### src/rtl/instr_fetch_unit.sv
// Instruction fetch stage: owns the fetch PC, issues word reads to a
// one-cycle-latency instruction memory, buffers returned words in a small
// FIFO and presents {instr, pc, pc+4} to decode with a valid/ready handshake.
// A redirect from execute flushes the FIFO, drops the response in flight
// and restarts fetching at the new address in the same cycle.
module instr_fetch_unit #(
  parameter logic [31:0] RESET_PC = 32'hBFC0_0000,
  parameter int unsigned DEPTH    = 2
) (
  input  logic        clk,
  input  logic        rst_n,
  input  logic        redirect_valid,
  input  logic [31:0] redirect_pc,
  output logic        imem_req,
  output logic [31:0] imem_addr,
  input  logic [31:0] imem_rdata,
  output logic        out_valid,
  input  logic        out_ready,
  output logic [31:0] out_instr,
  output logic [31:0] out_pc,
  output logic [31:0] out_pc_plus4
);

  localparam int unsigned AW = $clog2(DEPTH);
  localparam int unsigned CW = $clog2(DEPTH + 1);

  logic [31:0]   pc;
  logic          inflight;
  logic [31:0]   inflight_pc;

  logic [31:0]   fifo_instr [DEPTH];
  logic [31:0]   fifo_pc    [DEPTH];
  logic [31:0]   fifo_pc4   [DEPTH];
  logic [AW-1:0] rd_ptr;
  logic [AW-1:0] wr_ptr;
  logic [CW-1:0] count;

  logic          pop;
  logic          wr_en;
  logic [31:0]   redirect_addr;
  logic [CW:0]   pending;

  // Handshake, response acceptance and request/address generation
  always_comb begin
    redirect_addr = {redirect_pc[31:2], 2'b00};
    pop           = out_valid & out_ready & ~redirect_valid;
    wr_en         = inflight & ~redirect_valid;
    // Slots that will be occupied after this cycle, excluding a new request
    pending       = {1'b0, count} + (CW+1)'(inflight) - (CW+1)'(pop);
    imem_req      = 1'b0;
    imem_addr     = pc;
    if (rst_n) begin
      if (redirect_valid) begin
        imem_req  = 1'b1;
        imem_addr = redirect_addr;
      end else begin
        imem_req  = (pending < (CW+1)'(DEPTH));
      end
    end
  end

  // Head entry is read straight from registered FIFO storage
  always_comb begin
    out_valid    = (count != '0);
    out_instr    = fifo_instr[rd_ptr];
    out_pc       = fifo_pc[rd_ptr];
    out_pc_plus4 = fifo_pc4[rd_ptr];
  end

  // Fetch PC and in-flight request tracking
  always_ff @(posedge clk or negedge rst_n) begin
    if (!rst_n) begin
      pc          <= RESET_PC;
      inflight    <= 1'b0;
      inflight_pc <= '0;
    end else if (redirect_valid) begin
      pc          <= redirect_addr + 32'd4;
      inflight    <= 1'b1;
      inflight_pc <= redirect_addr;
    end else begin
      inflight <= imem_req;
      if (imem_req) begin
        pc          <= pc + 32'd4;
        inflight_pc <= pc;
      end
    end
  end

  // FIFO storage, pointers and occupancy
  always_ff @(posedge clk or negedge rst_n) begin
    if (!rst_n) begin
      rd_ptr <= '0;
      wr_ptr <= '0;
      count  <= '0;
      for (int unsigned i = 0; i < DEPTH; i++) begin
        fifo_instr[i] <= '0;
        fifo_pc[i]    <= '0;
        fifo_pc4[i]   <= '0;
      end
    end else if (redirect_valid) begin
      // Flush by collapsing the write pointer onto the read pointer; the
      // stale entries stay in storage but are unreachable once count is 0.
      wr_ptr <= rd_ptr;
      count  <= '0;
    end else begin
      if (wr_en) begin
        fifo_instr[wr_ptr] <= imem_rdata;
        fifo_pc[wr_ptr]    <= inflight_pc;
        fifo_pc4[wr_ptr]   <= inflight_pc + 32'd4;
        wr_ptr             <= wr_ptr + 1'b1;
      end
      if (pop) begin
        rd_ptr <= rd_ptr + 1'b1;
      end
      count <= count + CW'(wr_en) - CW'(pop);
    end
  end

endmodule

### config.mk
export PLATFORM = sky130hd
export DESIGN_NAME = instr_fetch_unit
export DESIGN_NICKNAME = d
export VERILOG_FILES = /design/src/rtl/instr_fetch_unit.sv
export SDC_FILE = /design/constraint.sdc
export NUM_CORES = 1
export LEC_CHECK = 0
export CAP_MARGIN = 25
export CORE_ASPECT_RATIO = 1.25
export CORE_MARGIN = 2
export CORE_UTILIZATION = 45
export CTS_CLUSTER_DIAMETER = 200
export DETAILED_ROUTE_END_ITERATION = 7
export PLACE_DENSITY_LB_ADDON = 0.25
export SETUP_SLACK_MARGIN = 0.3
export SLEW_MARGIN = 20
export SYNTH_ARGS = -nofsm -noshare
export SYNTH_HDL_FRONTEND = slang
export SYNTH_SLANG_ARGS = --single-unit
### constraint.sdc
create_clock -name clk -period 7 [get_ports clk]
set_input_delay 2.1 -clock clk [delete_from_list [all_inputs] [get_ports clk]]
set_output_delay 2.1 -clock clk [all_outputs]
set_load 0.1 [all_outputs]
== Word level (Yosys, flattened, before mapping) ==
Cells that the tools add are included.

* Register bits: 261
* Bits in latches: 0
* RAM bits: 0
* Memory bits (read-only): 0
* Input port bits: 68
* Output and inout bits: 130
* Word-level logic and storage cells: 63
* Memories kept: 0

* Add/sub/neg operators: 9
* Multipliers: 0
* Div/mod/pow operators: 0
* $lt $le $gt $ge: 4
* Eq/ne operators: 0
* Shifts and indexed selects: 0
* Muxes and demuxes: 26
* Bitwise logic cells: 6
* Reduce and logical (&&, ||, !) cells: 6

{| class="wikitable"
|+ Operators by type and width
! kind !! number
|-
| 2-to-1 mux 32 bit || 16
|-
| bitwise mux 64 bit || 3
|-
| adder 32 x 3 -> 32 bit, second input constant || 3
|-
| demux 32 bit (select 1 bit) || 1
|-
| nonzero test 2 bit || 3
|-
| 2-to-1 mux 1 bit || 5
|-
| >= comparator 2 bit, second input constant || 2
|-
| inverter 1 -> 2 bit || 2
|-
| AND reduction 2 bit || 2
|-
| adder 2 x 1 -> 3 bit || 1
|-
| bitwise AND 1 bit || 3
|-
| less-than comparator 3 x 2 -> 1 bit, second input constant || 1
|-
| subtractor 3 x 1 -> 3 bit || 1
|-
| adder 1 bit, second input constant || 2
|-
| adder 2 x 1 -> 2 bit || 1
|-
| less-than comparator 2 x 1 -> 1 bit, second input constant || 1
|-
| 2-to-1 mux 2 bit || 1
|-
| subtractor 2 x 1 -> 2 bit || 1
|-
| logical AND 1 bit || 1
|-
| inverter 1 bit || 1
|}

== Logic depth before layout (Yosys ltp) ==
Gate-level depths: netlist of the first run.

* Word-level depth: 9
* Gate-level depth with buffers: 15
* Depth with buffers taken out: 10

== Worst setup path before layout of the first run ==
Ideal clock, no wire load.

* Path type: input-to-output
* From: input redirect_valid
* To: output imem_req
* Arrival time: 4.992 ns
* Path slack: -0.092 ns
* Stages: 11
* Path buffers: 4
* Cell sequence: buf_6 -> buf_12 -> buf_2 -> nand2b_1 -> nor3b_1 -> o21ai_0 -> fa_1 -> xnor2_1 -> nand3_1 -> clkbuf_1 -> nand2_1

* Longest elaborated chain between the ends: 6

{| class="wikitable"
|+ RTL lines
! element !! RTL line !! source
|-
| start: declaration || 12 || <nowiki>input logic redirect_valid,</nowiki>
|-
| inverter 1 bit (no line) || n/a ||
|-
| bitwise AND 1 bit || 46 || <nowiki>pop = out_valid & out_ready & ~redirect_valid;</nowiki>
|-
| subtractor 3 x 1 -> 3 bit || 49 || <nowiki>pending = {1'b0, count} + (CW+1)'(inflight) - (CW+1)'(pop);</nowiki>
|-
| less-than comparator 3 x 2 -> 1 bit || 57 || <nowiki>imem_req = (pending < (CW+1)'(DEPTH));</nowiki>
|-
| 2-to-1 mux 1 bit * || 53 || <nowiki>if (redirect_valid) begin</nowiki>
|-
| 2-to-1 mux 1 bit * || 52 || <nowiki>if (rst_n) begin</nowiki>
|-
| end: declaration || 14 || <nowiki>output logic imem_req,</nowiki>
|}

Mark *: on every way between the ends. The rest lies on a longest branch, timed or not.

== Worst setup path in the final report of the first run ==
* From: input out_ready
* To: output imem_req

* Longest elaborated chain between the ends: 6

{| class="wikitable"
|+ RTL lines
! element !! RTL line !! source
|-
| start: declaration || 18 || <nowiki>input logic out_ready,</nowiki>
|-
| bitwise AND 1 bit (2 in series) || 46 ||
|-
| subtractor 3 x 1 -> 3 bit || 49 ||
|-
| less-than comparator 3 x 2 -> 1 bit || 57 ||
|-
| 2-to-1 mux 1 bit || 53 ||
|-
| 2-to-1 mux 1 bit || 52 ||
|}

Every way passes these cells.

==> run_results.csv, run 1 <==
group,metric,value,unit
cells_and_area,final_nets,1476,
sta,report.final.slew_viol_count,0,
worst_setup_path,reg2reg_from,"count[1]",
worst_setup_path,cpMaxStageDelayCell,"clkdlybuf4s50_1",
route,num_vias,9413,
sta,fmax,0.156,GHz
worst_setup_path,max_stage_delay,0.53,ns
grt,grt_pass1_vias,9641,
cts,cts_hold_buf,0,
sta,setup_violations,0,
cts,cts_root_buf,"clkbuf_16",
cells_and_area,fillers,2445,
cts,cts.sinks,249,
synth,ys_ff_latch,249,
placement,dp_hpwl,20200,um
sta,fin_crit,6.39,ns
sta,rsz0062_at_grt,"no",
synth,ys_types,54,
route,wl_per_cell,16.8,um
route,drc,0,
cells_and_area,diodes,0,
outcome,status,"complete, no violations",
run,drv_cap,0,
synth,synth.top_cell.area_share,0.468,
cells_and_area,drive_gt1_frac,0.218,
route,dr.first_iter.drc_count,519,
worst_setup_path,cp_max_fo,3,
synth,synth_edf_count,0,
synth,synth_cells,1247,
route,dr.pass1.iters,5,
cts,post_cts_resize_count,0,
synth,synthTopCellsByArea,"dfrtp_1, mux2_2, nand2_1, o21ai_0, xnor2_1",
grt,grt_usage,0.204,
worst_setup_path,ff2ff_setup_slack,3.90,ns
synth,ys_seq_area_frac,0.486,
worst_setup_path,path_depth,9,
synth,synth_most_common_cell,"nand2_1",
synth,syn_avg_cell_area,10.3,sq um
worst_hold_path,hp-class,"flip-flop to flip-flop",
floorplan,fp.dieH,193,um
placement,port_buffers,189,
synth,async_flop_share,1.00,
synth,synth_top_area_cell,"dfrtp_1",
worst_setup_path,crit_path_cell_trace,"clkdlybuf4s50_1 -> nand2b_1 -> nor3b_1 -> o21ai_0 -> fa_1 -> xnor2_1 -> nand3_2 -> nand2_4 -> buf_12",
cts,clk_pin_slew_worst_paths,0.06,ns
sta,hold_violations,0,
sta,slew_headroom,0.284,
cts,cts-buffers-inserted,25,
route,wl,29900,um
grt,globalRouteOverflowTotal,0,
floorplan,ios,198,
worst_setup_path,cp.required,4.90,ns
worst_setup_path,ff2ff_path_depth,9,
worst_setup_path,endpoint,"imem_req",
grt,antenna_found_initial,0,
worst_setup_path,crit_type,"input pin to output port",
grt,grt_pass1_wl,49700,um
floorplan,coreArea,28200,sq um
sta,worst_pin_slew,1.07,ns
route,via_per_inst,5.30,
cts,cts_tree,"built",
sta,tns,0,ns
worst_setup_path,cp.arrival,4.29,ns
route,drtAntennaViolNets,0,
synth,synth-main-ff-cell,"dfrtp_1",
floorplan,initial_utilization,0.455,
cts,clock_latency,0.52,ns
cells_and_area,seq_area,6250,sq um
sta,post-route-period-util,0.913,
cts,cts_setup_buffers,0,
synth,ys_top_cells_by_count,"nand2_1, dfrtp_1, mux2_2",
sta,fin_skew,0.0125,ns
grt,grt_max_degree,149,
worst_setup_path,crit_family,"buffers and inverters",
placement,place_congestion,0.814,
floorplan,die_area,29900,sq um
cts,ctsHtreeMaxLevel,1,
worst_setup_path,crit_path_start_kind,"input pin",
synth,netlist_area,12800,sq um
worst_setup_path,cp-end-kind,"output port",
worst_setup_path,crit_start,"out_ready",
synth,synthesis.yosys.warnings,0,
floorplan,fp.dieW,155,um
sta,hold_ws,0.467,ns
worst_setup_path,r2r-end,"inflight_pc[3]",
cells_and_area,syn_to_final_growth,25.3,%
worst_setup_path,critPathBufInv,2,
cts,clockBufferDepth,3,
cells_and_area,multi_input_area,6250,sq um
floorplan,rows,69,
metal layers:
metal / vias up / track usage / part of all wire
li1: 4555 / - / -
met1: 4566 / 0.272 / 0.45
met2: 242 / 0.348 / 0.48
met3: 50 / 0.0267 / 0.048
met4: 0 / 0.0595 / 0.025
met5: - / 0 / 0
flip-flops by register name, summed over array words and instances, names as in the netlist:
register,count
fifo_pc4,60
fifo_pc,60
fifo_instr,64
count,2
rd_ptr,1
inflight,1
wr_ptr,1
pc,30
inflight_pc,30
stage by stage:
stage | cell area (sq um) | instances | setup slack (ns) | util
global placement | 15300 | 1732 | 0.592 | 0.541
finish | 16100 | 1777 | 0.610 | 0.570
detailed placement | 15300 | 1732 | 0.603 | 0.541
floorplan | 12900 | 1252 | 0.393 | -
CTS | 16100 | 1777 | 0.596 | 0.570
global route | 16100 | 1777 | 0.384 | 0.570
layout make-up:
type | count | share of cell area
flip-flops and latches | 249 | 0.388
repair buffers | 203 | 0.144
clock inverters | 11 | 0.00568
clock buffers | 34 | 0.0447
inverters | 6 | 0.00140
well taps | 355 | 0.0276
multi-input cells | 919 | 0.388
worst min-delay path: cells and delay by family (launching register included):
| family | cells | cell delay, ns |
|---|---|---|
| flip-flops | 1 | 0.34 |
| AND/OR/NAND/NOR | 2 | 0.10 |
cells by family (layout without fill, tap and decap cells):
logic type | after synthesis | count (layout) | synth area share
xor+xnor | 87 | 87 | 0.0594
other cells | 1 | 6 | 0.000292
simple gates | 464 | 464 | 0.167
flops | 249 | 249 | 0.486
compound gates | 126 | 126 | 0.0535
mux | 232 | 232 | 0.199
buf+inv | 84 | 254 | 0.0299
fa+ha+maj | 4 | 4 | 0.00448
worst min path at each step:
stage	from	to	cells after the start
after global routing	fifo_pc4[17]	fifo_pc4[17]	2
after floorplan	fifo_instr[32]	fifo_instr[32]	2
after global placement	fifo_instr[41]	fifo_instr[41]	2
after detailed placement	fifo_pc[41]	fifo_pc[41]	2
final	fifo_instr[36]	fifo_instr[36]	2
after CTS	fifo_pc[41]	fifo_pc[41]	2
layout by cell type (no fill, tap or decap), types with 25 or more instances in the layout:
cell type        Yosys  layout
nand3_1             36      35
mux2i_1             47      47
o21ai_0            101     101
xnor2_1             54      54
mux2_2             185     185
buf_12               1      31
clkbuf_16            0      25
dfrtp_1            240     239
nor2_1              33      33
nand2_1            312     311
clkdlybuf4s50_1      0     156
xor2_1              33      33
Power of run 1 is not shown: default switching activity piles up to over one toggle a cycle in this logic, so the estimate is an artifact.
==> inputs of run 2 (changes only) <==
--- a/config.mk
+++ b/config.mk
@@ -11,6 +11,7 @@
 export CORE_UTILIZATION = 45
 export CTS_CLUSTER_DIAMETER = 200
 export DETAILED_ROUTE_END_ITERATION = 7
+export MAX_ROUTING_LAYER = met4
 export PLACE_DENSITY_LB_ADDON = 0.25
 export SETUP_SLACK_MARGIN = 0.3
 export SLEW_MARGIN = 20
==> run 2 against run 1 <==
Net effect: global-route usage grew 0.60 points; setup slack improved by 0.0030 ns; flip-flop and latch count unchanged; routed wire length is 0.14% higher; via count barely moved; maximum frequency is essentially flat; non-clock buffer count unchanged; largest cell class unchanged.
==> run_results.csv, run 2 (same netlist as run 1, synthesis figures left out) <==
group,metric,value,unit
outcome,status,"complete, no violations",
sta,tns,0,ns
cells_and_area,syn_to_final_growth,25.3,%
worst_setup_path,cpMaxStageDelayCell,"clkdlybuf4s50_1",
floorplan,rows,69,
worst_setup_path,cp-end-kind,"output port",
worst_hold_path,hp-class,"flip-flop to flip-flop",
route,wl,30000,um
cells_and_area,diodes,0,
worst_setup_path,r2r-end,"inflight_pc[3]",
worst_setup_path,crit_family,"buffers and inverters",
sta,fin_skew,0.0130,ns
cts,cts_root_buf,"clkbuf_16",
sta,slew_headroom,0.283,
placement,place_congestion,0.826,
run,drv_cap,0,
cts,cts_setup_buffers,0,
sta,rsz0062_at_grt,"no",
grt,antenna_found_initial,0,
grt,grt_pass1_wl,49800,um
grt,grt_usage,0.210,
worst_setup_path,critPathBufInv,2,
route,drtAntennaViolNets,0,
route,dr.pass1.iters,7,
cells_and_area,largest_register,"fifo_instr",
cts,cts.sinks,249,
sta,post-route-period-util,0.912,
cts,ctsHtreeMaxLevel,1,
cells_and_area,largestRegisters,"fifo_instr: 64 flops, fifo_pc4: 60 flops, fifo_pc: 60 flops",
route,drc,0,
sta,hold_violations,0,
grt,grt_pass1_vias,9635,
route,via_per_inst,5.29,
sta,worst_pin_slew,1.07,ns
worst_setup_path,endpoint,"imem_req",
worst_setup_path,ff2ff_path_depth,9,
worst_setup_path,max_stage_delay,0.53,ns
floorplan,ios,198,
cts,clk_pin_slew_worst_paths,0.06,ns
worst_setup_path,path_depth,9,
route,wl_per_cell,16.9,um
floorplan,fp.dieW,155,um
floorplan,die_area,29900,sq um
cells_and_area,final_cell_mix,"nand2_1, dfrtp_1, mux2_2",
cells_and_area,fillers,2445,
placement,port_buffers,189,
floorplan,initial_utilization,0.455,
floorplan,coreArea,28200,sq um
grt,grt_max_degree,149,
cts,post_cts_resize_count,0,
sta,setup_violations,0,
sta,fmax,0.157,GHz
sta,fin_crit,6.39,ns
floorplan,fp.dieH,193,um
worst_setup_path,reg2reg_from,"count[1]",
worst_setup_path,crit_start,"out_ready",
worst_setup_path,crit_path_cell_trace,"clkdlybuf4s50_1 -> nand2b_1 -> nor3b_1 -> o21ai_0 -> fa_1 -> xnor2_1 -> nand3_2 -> nand2_4 -> buf_12",
cells_and_area,final_nets,1476,
cts,cts_tree,"built",
sta,report.final.slew_viol_count,0,
grt,globalRouteOverflowTotal,0,
cells_and_area,final_common_cell,"nand2_1",
cells_and_area,drive_gt1_frac,0.218,
worst_setup_path,crit_type,"input pin to output port",
route,num_vias,9408,
worst_setup_path,crit_path_start_kind,"input pin",
cts,cts-buffers-inserted,25,
cts,clockBufferDepth,3,
placement,dp_hpwl,20200,um
route,dr.first_iter.drc_count,539,
worst_setup_path,cp.required,4.90,ns
worst_setup_path,cp.arrival,4.29,ns
worst_setup_path,cp_max_fo,3,
cells_and_area,largest_reg_flops,64,
worst_setup_path,ff2ff_setup_slack,3.90,ns
cts,cts_hold_buf,0,
cts,clock_latency,0.52,ns
## run 2: worst min-delay path by stage
stage,end,cells after the start,slack (ns),startpoint
floorplan,fifo_instr[32],2,0.44,fifo_instr[32]
global placement,fifo_instr[41],2,0.45,fifo_instr[41]
detailed placement,fifo_pc[41],2,0.46,fifo_pc[41]
CTS,fifo_pc[41],2,0.47,fifo_pc[41]
global route,fifo_pc4[17],2,0.48,fifo_pc4[17]
finish,fifo_instr[36],2,0.47,fifo_instr[36]
## run 2: tightest hold or removal path, delay by kind of cell, from the launching register on
family | cells | cell delay, ns
AND/OR/NAND/NOR | 2 | 0.10
flip-flops | 1 | 0.34
## run 2: area by class of cell
class / count / area, sq um / share of cell area
timing repair buffer: 203 / 2310 / 0.144
clock inverter: 11 / 91.3 / 0.00568
sequential: 249 / 6250 / 0.388
inverter: 6 / 22.5 / 0.00140
clock buffer: 34 / 719 / 0.0447
multi-input combinational: 919 / 6250 / 0.388
tap: 355 / 444 / 0.0276
## run 2: routing by layer
| layer | vias to the layer above | wire length, um | track usage |
|---|---|---|---|
| li1 | 4555 | - | - |
| met1 | 4576 | 13500 | 0.274 |
| met2 | 233 | 14400 | 0.347 |
| met3 | 44 | 1400 | 0.0260 |
| met4 | 0 | 709 | 0.0595 |
| met5 | - | 0 | - |
## run 2: per-stage QoR
step / cells / area (sq um) / hold slack (ns) / worst slack (ns) / util
floorplan: 1252 / 12900 / 0.442 / 0.393 / -
global placement: 1732 / 15300 / 0.453 / 0.592 / 0.541
detailed placement: 1732 / 15300 / 0.459 / 0.603 / 0.541
CTS: 1777 / 16100 / 0.475 / 0.596 / 0.570
global route: 1777 / 16100 / 0.484 / 0.384 / 0.570
finish: 1777 / 16100 / 0.467 / 0.613 / 0.570
Power of run 2 is left out for the same reason.
==> inputs of run 3 (changes only) <==
==> constraint.sdc (replaced) <==
create_clock -name clk -period 7 [get_ports clk]
set_input_delay 0.7 -clock clk [delete_from_list [all_inputs] [get_ports clk]]
set_output_delay 0.7 -clock clk [all_outputs]
set_load 0.1 [all_outputs]
==> run 3 against run 2 <==
Net effect: utilization fell by 0.74 points; critical path depth did not move; via count is 0.78% lower; maximum frequency increased by 44%; non-clock buffer count up 1; setup slack better by 1.9 ns; critical path type unchanged; clock skew fell by 0.0031 ns; highest routed layer unchanged; design area down 1.3%; global-route usage shrank 0.68 points; first-iteration DRC count down 14%; die area is the same; flip-flop and latch count is the same.
==> run_results.csv, run 3 (same netlist as run 1, synthesis figures left out) <==
group,metric,value,unit
floorplan,ios,198,
grt,grtUsageMet1,0.271,
worst_setup_path,crit_type,"input pin to output port",
worst_hold_path,hp-class,"input pin to async pin",
sta,fin_crit,4.45,ns
floorplan,die_area,29900,sq um
cells_and_area,final_cell_mix,"nand2_1, dfrtp_1, clkdlybuf4s50_1",
worst_setup_path,cp.required,6.30,ns
route,dr.first_iter.drc_count,461,
route,num_vias,9335,
worst_setup_path,crit_start,"out_ready",
worst_setup_path,reg2reg_from,"count[1]",
cts,ctsHtreeMaxLevel,1,
grt,grt_pass1_vias,9254,
sta,setup_violations,0,
outcome,status,"complete, no violations",
route,drc,0,
sta,fin_skew,0.00986,ns
cts,cts_setup_buffers,0,
cts,clock_latency,0.52,ns
worst_setup_path,ff2ff_setup_slack,3.64,ns
cts,post_cts_resize_count,0,
grt,use_met2,0.332,
sta,worst_pin_slew,1.07,ns
cells_and_area,syn_to_final_growth,23.7,%
worst_setup_path,cp-end-kind,"output port",
cells_and_area,stdcell_count,1781,
sta,report.final.slew_viol_count,0,
floorplan,fp.dieH,193,um
floorplan,initial_utilization,0.455,
cells_and_area,largest_register,"fifo_instr",
run,drv_cap,0,
worst_setup_path,crit_path_start_kind,"input pin",
cts,clk_pin_slew_worst_paths,0.06,ns
grt,antenna_found_initial,0,
sta,tns,0,ns
route,wl_per_cell,16.6,um
sta,hold_violations,0,
grt,grt_max_degree,86,
placement,port_buffers,189,
grt,grt_pass1_wl,47900,um
cells_and_area,drive_gt1_frac,0.194,
cts,cts_root_buf,"clkbuf_16",
cells_and_area,final_common_cell,"nand2_1",
worst_setup_path,endpoint,"imem_req",
sta,post-route-period-util,0.635,
cells_and_area,largestRegisters,"fifo_instr: 64 flops, fifo_pc4: 60 flops, fifo_pc: 60 flops",
floorplan,fp.dieW,155,um
cells_and_area,final_nets,1478,
grt,use_met3,0.0220,
cells_and_area,finalInstanceArea,15900,sq um
placement,dp_hpwl,19600,um
worst_setup_path,r2r-end,"pc[30]",
sta,rsz0062_at_grt,"no",
floorplan,rows,69,
cts,cts_tree,"built",
floorplan,coreArea,28200,sq um
route,dr.pass1.iters,4,
grt,globalRouteOverflowTotal,0,
placement,dpl_cell_area,14900,sq um
cts,cts-buffers-inserted,26,
route,via_per_inst,5.24,
cts,clockBufferDepth,3,
cells_and_area,largest_reg_flops,64,
worst_setup_path,ff2ff_path_depth,9,
worst_setup_path,cp.arrival,3.75,ns
route,drtAntennaViolNets,0,
placement,placed_cells,1730,
route,wl,29600,um
cells_and_area,diodes,0,
grt,grt_usage,0.203,
sta,fmax,0.225,GHz
cts,cts_hold_buf,0,
sta,slew_headroom,0.282,
worst_setup_path,cp_max_fo,3,
placement,place_congestion,0.820,
grt,grt.busiest_layer,"met2",
cts,cts.sinks,249,
## run 3: changes by cell type in the layout (fill, tap and decap cells not counted), moves of 2 or more
cell,before,now
clkbuf_1,3,9
clkinvlp_4,3,0
clkdlybuf4s50_1,156,187
buf_12,31,0
clkbuf_16,25,27
clkinv_2,6,4
buf_16,0,3
## run 3: layout make-up
type	instances	area (sq um)
fillers	2490	12400
inverters	6	22.5
repair buffers	204	2070
clock buffers	43	806
well taps	355	444
flip-flops and latches	249	6250
clock inverters	5	50.0
multi-input cells	919	6240
## run 3: per-layer routing
metal,wire length [um],part of all wire
met2,14200,0.48
met3,1120,0.038
met4,673,0.023
met1,13600,0.46
met5,0,0
## run 3: worst min-delay path by stage
stage	from	endpoint	slack, ns	depth (start not counted)
finish	rst_n	pc[6]	0.06	1
global route	rst_n	pc[6]	0.08	1
CTS	rst_n	pc[6]	0.07	1
detailed placement	fifo_instr[42]	fifo_instr[42]	0.46	2
global placement	fifo_pc[52]	fifo_pc[52]	0.45	2
floorplan	rst_n	count[0]	0.40	0
## run 3: critical path: stages
cell and delay [ns]:
clkdlybuf4s50_1 0.51, nand2b_1 0.10, nor3b_1 0.31, o21ai_0 0.18
fa_1 0.40, xnor2_1 0.21, nand3_2 0.11, nand2_1 0.09
clkdlybuf4s50_1 1.13
## run 3: per-stage QoR
| stage | utilization | setup WS, ns | hold slack, ns |
|---|---|---|---|
| floorplan | - | 2.71 | 0.404 |
| global placement | 0.529 | 2.56 | 0.454 |
| detailed placement | 0.529 | 2.55 | 0.458 |
| CTS | 0.559 | 2.54 | 0.0655 |
| global route | 0.562 | 2.38 | 0.0794 |
| finish | 0.562 | 2.55 | 0.0583 |
Power of run 3 is left out for the same reason.
